$ cat config.mk
export PLATFORM = sky130hd
export DESIGN_NAME = chimera_cluster_ctrl
export DESIGN_NICKNAME = d
export VERILOG_FILES = /design/src/rtl/chimera_cluster_ctrl.sv
export SDC_FILE = /design/constraint.sdc
export NUM_CORES = 1
export LEC_CHECK = 0
export ABC_AREA = 1
export CORE_UTILIZATION = 50
export CTS_BUF_LIST = sky130_fd_sc_hd__clkbuf_8
export DETAILED_ROUTE_END_ITERATION = 8
export HOLD_SLACK_MARGIN = 0.08
export PLACE_DENSITY = 0.89
export SKIP_CTS_REPAIR_TIMING = 1
export SLEW_MARGIN = 40
export SYNTH_ARGS = -nofsm -noshare
export SYNTH_HDL_FRONTEND = slang
export SYNTH_SLANG_ARGS = --single-unit
$ cat constraint.sdc
create_clock -name clk_i -period 1.55 [get_ports clk_i]
set_input_delay 0.155 -clock clk_i [delete_from_list [all_inputs] [get_ports clk_i]]
set_output_delay 0.155 -clock clk_i [all_outputs]
set_load 0.01 [all_outputs]
$ cat src/rtl/chimera_cluster_ctrl.sv
// Register-mapped power sequencer for external clusters: each cluster ramps
// clock-enable then reset release, and the reverse, with a fixed settle gap.
module chimera_cluster_ctrl #(
  parameter int unsigned NumClusters  = 5,
  parameter int unsigned AddrWidth    = 32,
  parameter int unsigned DataWidth    = 32,
  parameter int unsigned SettleCycles = 4
) (
  input  logic                   clk_i,
  input  logic                   rst_ni,
  input  logic                   reg_valid_i,
  input  logic                   reg_write_i,
  input  logic [AddrWidth-1:0]   reg_addr_i,
  input  logic [DataWidth-1:0]   reg_wdata_i,
  input  logic [DataWidth/8-1:0] reg_wstrb_i,
  output logic                   reg_ready_o,
  output logic [DataWidth-1:0]   reg_rdata_o,
  output logic                   reg_error_o,
  output logic [NumClusters-1:0] cluster_clk_en_o,
  output logic [NumClusters-1:0] cluster_rst_no
);

  localparam int unsigned StrbWidth = DataWidth / 8;
  localparam int unsigned CntWidth  = (SettleCycles == 0) ? 1 : $clog2(SettleCycles + 1);
  localparam logic [CntWidth-1:0] CntLoad = CntWidth'(SettleCycles);
  localparam logic [CntWidth-1:0] CntOne  = CntWidth'(1);

  typedef enum logic [1:0] {
    StOff   = 2'd0,
    StClkOn = 2'd1,
    StRun   = 2'd2,
    StRstOn = 2'd3
  } state_e;

  state_e                 state_q [NumClusters];
  logic [CntWidth-1:0]    cnt_q   [NumClusters];
  logic [NumClusters-1:0] clk_en_q, rst_n_q;
  logic [NumClusters-1:0] en_q;
  logic [DataWidth-1:0]   scratch_q;
  logic                   ready_q, error_q;
  logic [DataWidth-1:0]   rdata_q;

  logic [11:0]            offset_c;
  logic                   sample_c, err_c;
  logic [DataWidth-1:0]   wmask_c, rdata_c, en_merged_c;
  logic [NumClusters-1:0] status_c, busy_c;
  logic                   unused_addr_c;

  assign offset_c      = reg_addr_i[11:0];
  assign unused_addr_c = ^reg_addr_i[AddrWidth-1:12];
  assign sample_c      = reg_valid_i & ~ready_q;
  assign err_c         = (|offset_c[11:4]) | (|offset_c[1:0]);

  // Byte-strobe expansion, per-cluster status, and read mux (values before the edge)
  always_comb begin
    wmask_c = '0;
    for (int unsigned b = 0; b < StrbWidth; b++) begin
      wmask_c[8*b +: 8] = {8{reg_wstrb_i[b]}};
    end
    status_c = '0;
    busy_c   = '0;
    for (int unsigned i = 0; i < NumClusters; i++) begin
      status_c[i] = (state_q[i] == StRun);
      busy_c[i]   = (state_q[i] == StClkOn) || (state_q[i] == StRstOn);
    end
    en_merged_c = (DataWidth'(en_q) & ~wmask_c) | (reg_wdata_i & wmask_c);
    rdata_c = '0;
    case (offset_c[3:2])
      2'd0:    rdata_c = DataWidth'(en_q);
      2'd1:    rdata_c = DataWidth'(status_c);
      2'd2:    rdata_c = DataWidth'(busy_c);
      default: rdata_c = scratch_q;
    endcase
  end

  // Register bus: sample once, respond the next cycle, ignore the ready cycle
  always_ff @(posedge clk_i or negedge rst_ni) begin
    if (!rst_ni) begin
      ready_q   <= 1'b0;
      rdata_q   <= '0;
      error_q   <= 1'b0;
      en_q      <= '0;
      scratch_q <= '0;
    end else begin
      ready_q <= sample_c;
      error_q <= sample_c & err_c;
      rdata_q <= (sample_c && !err_c) ? rdata_c : '0;
      if (sample_c && reg_write_i && !err_c) begin
        case (offset_c[3:2])
          2'd0:    en_q      <= NumClusters'(en_merged_c);
          2'd3:    scratch_q <= (scratch_q & ~wmask_c) | (reg_wdata_i & wmask_c);
          default: ;
        endcase
      end
    end
  end

  // Per-cluster sequencers; a started ramp always completes before re-reading the enable
  always_ff @(posedge clk_i or negedge rst_ni) begin
    if (!rst_ni) begin
      clk_en_q <= '0;
      rst_n_q  <= '0;
      for (int unsigned i = 0; i < NumClusters; i++) begin
        state_q[i] <= StOff;
        cnt_q[i]   <= '0;
      end
    end else begin
      for (int unsigned i = 0; i < NumClusters; i++) begin
        case (state_q[i])
          StOff: begin
            if (en_q[i]) begin
              state_q[i]  <= StClkOn;
              cnt_q[i]    <= CntLoad;
              clk_en_q[i] <= 1'b1;
            end
          end
          StClkOn: begin
            if (cnt_q[i] <= CntOne) begin
              state_q[i] <= StRun;
              cnt_q[i]   <= '0;
              rst_n_q[i] <= 1'b1;
            end else begin
              cnt_q[i] <= cnt_q[i] - CntOne;
            end
          end
          StRun: begin
            if (!en_q[i]) begin
              state_q[i] <= StRstOn;
              cnt_q[i]   <= CntLoad;
              rst_n_q[i] <= 1'b0;
            end
          end
          default: begin
            if (cnt_q[i] <= CntOne) begin
              state_q[i]  <= StOff;
              cnt_q[i]    <= '0;
              clk_en_q[i] <= 1'b0;
            end else begin
              cnt_q[i] <= cnt_q[i] - CntOne;
            end
          end
        endcase
      end
    end
  end

  assign reg_ready_o      = ready_q;
  assign reg_rdata_o      = rdata_q;
  assign reg_error_o      = error_q;
  assign cluster_clk_en_o = clk_en_q;
  assign cluster_rst_no   = rst_n_q;

endmodule

==> results.sh <==
export IMPL_hpwl_mm=8.82
export IMPL_layout_nets=794
export IMPL_combPwrFrac_pct=40.7
export IMPL_ir_drop_mv=1.31
export IMPL_start_util_pct=51.5
export IMPL_hold_class="in2async"
export IMPL_worstPathMaxFanout=5
export IMPL_rr_startpoint="state_q[0]$_DFFE_PN0P_"
export IMPL_p_clk_share_pct=19.4
export IMPL_numCtsBuffers=9
export IMPL_finalHoldViolations=0
export IMPL_die_area_um2=10500
export IMPL_slew_headroom_pct=79.2
export IMPL_grt_usage_pct=23.7
export IMPL_worstSetupPathType="reg2reg"
export IMPL_utilization_pct=67.8
export IMPL_grt_pass1_wl_mm=19.1
export IMPL_p_sw_share_pct=39.4
export IMPL_die_width_um=102
export IMPL_drive_gt1_share_pct=12.9
export IMPL_status="complete, no violations"
export IMPL_period_share_pct=96.2
export IMPL_yosysWarningCount=0
export IMPL_cts_reportedPaths_clkPinSlew_ns=0.11
export IMPL_clk_path_buf_depth=2
export IMPL_cts_root_buffer="clkbuf_8"
export IMPL_whs_ns=0.182
export IMPL_fin_skew_ns=0.0116
export IMPL_wl_per_cell_um=14.5
export IMPL_setup_violations=0
export IMPL_synth_top_area_share_pct=52.7
export IMPL_h_tree_depth=3
export IMPL_vias_per_cell=5.30
export IMPL_antenna_found_initial=0
export IMPL_syn_avg_cell_area_um2=8.97
export IMPL_place_ws_ns=-0.119
export IMPL_postRouteWirelength_mm=12.0
export IMPL_insertion_delay_ns=0.38
export IMPL_drtPass1Iterations=5
export IMPL_syn_inst=561
export IMPL_ioPinCount=116
export IMPL_crit_start="state_q[0]$_DFFE_PN0P_"
export IMPL_cts_sinks=106
export IMPL_clock_fmax_ghz=0.671
export IMPL_grt_max_degree=40
export IMPL_gp_congestion=0.905
export IMPL_core_um2=9770
export IMPL_first_iter_violations=170
export IMPL_antennaDiodeCount=0
export IMPL_cp_common_cell="nand2_1"
export IMPL_end_kind="register"
export IMPL_leakagePower_uw=0.00326
export IMPL_worstPathRequired_ns=1.81
export IMPL_crit_slowest_cell="dfrtp_1"
export IMPL_p_sw_uw=3500
export IMPL_maxSlewViolCount=0
export IMPL_period_minus_slack_ns=1.49
export IMPL_yosysSeqAreaShare_pct=52.7
export IMPL_grt_pass1_vias=4249
export IMPL_synth_area_leader_cell="dfrtp_1"
export IMPL_area_growth_pct=31.7
export IMPL_p_seq_share_pct=39.9
export IMPL_syn_cell_area_um2=5030
export IMPL_cp_arrival_ns=1.75
export IMPL_fin_ws_ns=0.0587
export IMPL_synthTopCellsByArea="dfrtp_1, nand2_1, ha_1"
export IMPL_setup_worst_path_start_class="register"
export IMPL_grt_overflow_total=0
export IMPL_drv_cap=0
export IMPL_drc=0
export IMPL_ant_nets=0
export IMPL_yosysUniqueCellTypes=27
export IMPL_worst_pin_slew_ns=0.312
export IMPL_vias=4376
export IMPL_cpPeakStageDelay_ns=0.45
export IMPL_powerDensity_nw_per_um2=1340
export IMPL_portBuffers=95
export IMPL_synthesis_nets=668
export IMPL_cts_tree="done"
export IMPL_crit_chain="inv_1 -> ha_1 -> nand2_1 -> nand2_1 -> inv_1 -> nand3_1 -> nand2_1 -> o21ai_0"
export IMPL_fp_dieH_um=102
export IMPL_rows=36
export IMPL_ys_seq_elements=106
export IMPL_internal_power_uw=5370
[cells by family (layout without fill, tap and decap cells)]
family / after synthesis / count (layout) / share of synthesized area (%)
AOI/OAI and AO/OA: 62 / 62 / 7.13
xor gates and xnor gates: 3 / 3 / 0.522
and+or+nand+nor: 285 / 285 / 25.0
buffers and inverters: 70 / 201 / 5.99
DFF: 106 / 106 / 52.7
adders and majority gates: 35 / 35 / 8.70
[layout by cell type, fill, tap and decap left out, types with 9 or more instances in the layout]
| cell | synthesis | routed |
|---|---|---|
| nor2_1 | 49 | 45 |
| clkbuf_8 | 0 | 9 |
| o21ai_0 | 37 | 34 |
| dfrtp_1 | 106 | 102 |
| clkdlybuf4s50_1 | 0 | 94 |
| nand4_1 | 42 | 42 |
| inv_1 | 52 | 52 |
| ha_1 | 35 | 32 |
| nand2_1 | 165 | 157 |
| buf_4 | 0 | 34 |
| nand3_1 | 14 | 10 |
[routing by layer]
metal	up-vias	track usage [%]	wire length [um]
li1	2076	-	-
met1	2133	28.0	4870
met2	150	42.6	6110
met3	17	6.09	799
met4	0	6.26	176
met5	-	0	0
[path summary, 6_finish.rpt]
| check | to | slack (ns) | cells after the start |
|---|---|---|---|
| worst max register to register | state_q[1]$_DFFE_PN0P_ | 0.06 | 8 |
| worst max-delay path | state_q[1]$_DFFE_PN0P_ | 0.06 | 8 |
| min in group clk_i | register | 0.32 | 3 |
| worst min register to register | register | 0.49 | 2 |
| worst min-delay path | reg_rdata_o[28]$_DFF_PN0_ | 0.18 | 2 |
| max in group asynchronous | state_q[7]$_DFFE_PN0P_ | 0.78 | 3 |
[power groups by stage]
stage	sequential (uW)	combinational, uW	clock (uW)
after global placement	3540	2910	0
after detailed placement	3590	3150	0
after global routing	3590	4100	1850
after CTS	3530	3190	1750
after floorplan	3530	2190	0
final	3540	3610	1730
[stage by stage]
stage	instances	power, uW	cell area [um2]	setup TNS, ns
final	825	8870	6630	0
after CTS	816	8470	6490	0
after global placement	800	6450	6290	-2.74
after detailed placement	800	6740	6290	-5.09
after floorplan	561	5720	5030	0
after global routing	825	9550	6630	-0.0949
[synthesized netlist by cell type, drive strengths merged]
master	count
a21oi	2
a22oi	3
a31oi	2
buf	16
clkbuf	1
dfrtp	106
ha	35
inv	53
nand2	165
nand3	16
nand4	42
nor2	51
nor3	4
o211ai	4
o21a	1
o21ai	37
o21bai	5
o22ai	5
o31ai	3
or2	7
xor2	3
[layout make-up]
class                   count  area (um2)
fillers                   730        3150
flip-flops and latches    106        2660
multi-input cells         385        2140
repair buffers            132        1270
inverters                  53         199
well taps                 133         166
clock buffers               9         124
clock inverters             7        77.6
[worst max-delay path: cells and delay by family (launching register included)]
kind                     cells  cell delay (ns)
AO/OA/AOI/OAI                1             0.08
adder cells (fa/ha/maj)      1             0.26
buffers and inverters        2             0.18
flip-flops                   1             0.45
AND/OR/NAND/NOR              4             0.42
No activity file was read; power rests on OpenSTA's default activity.
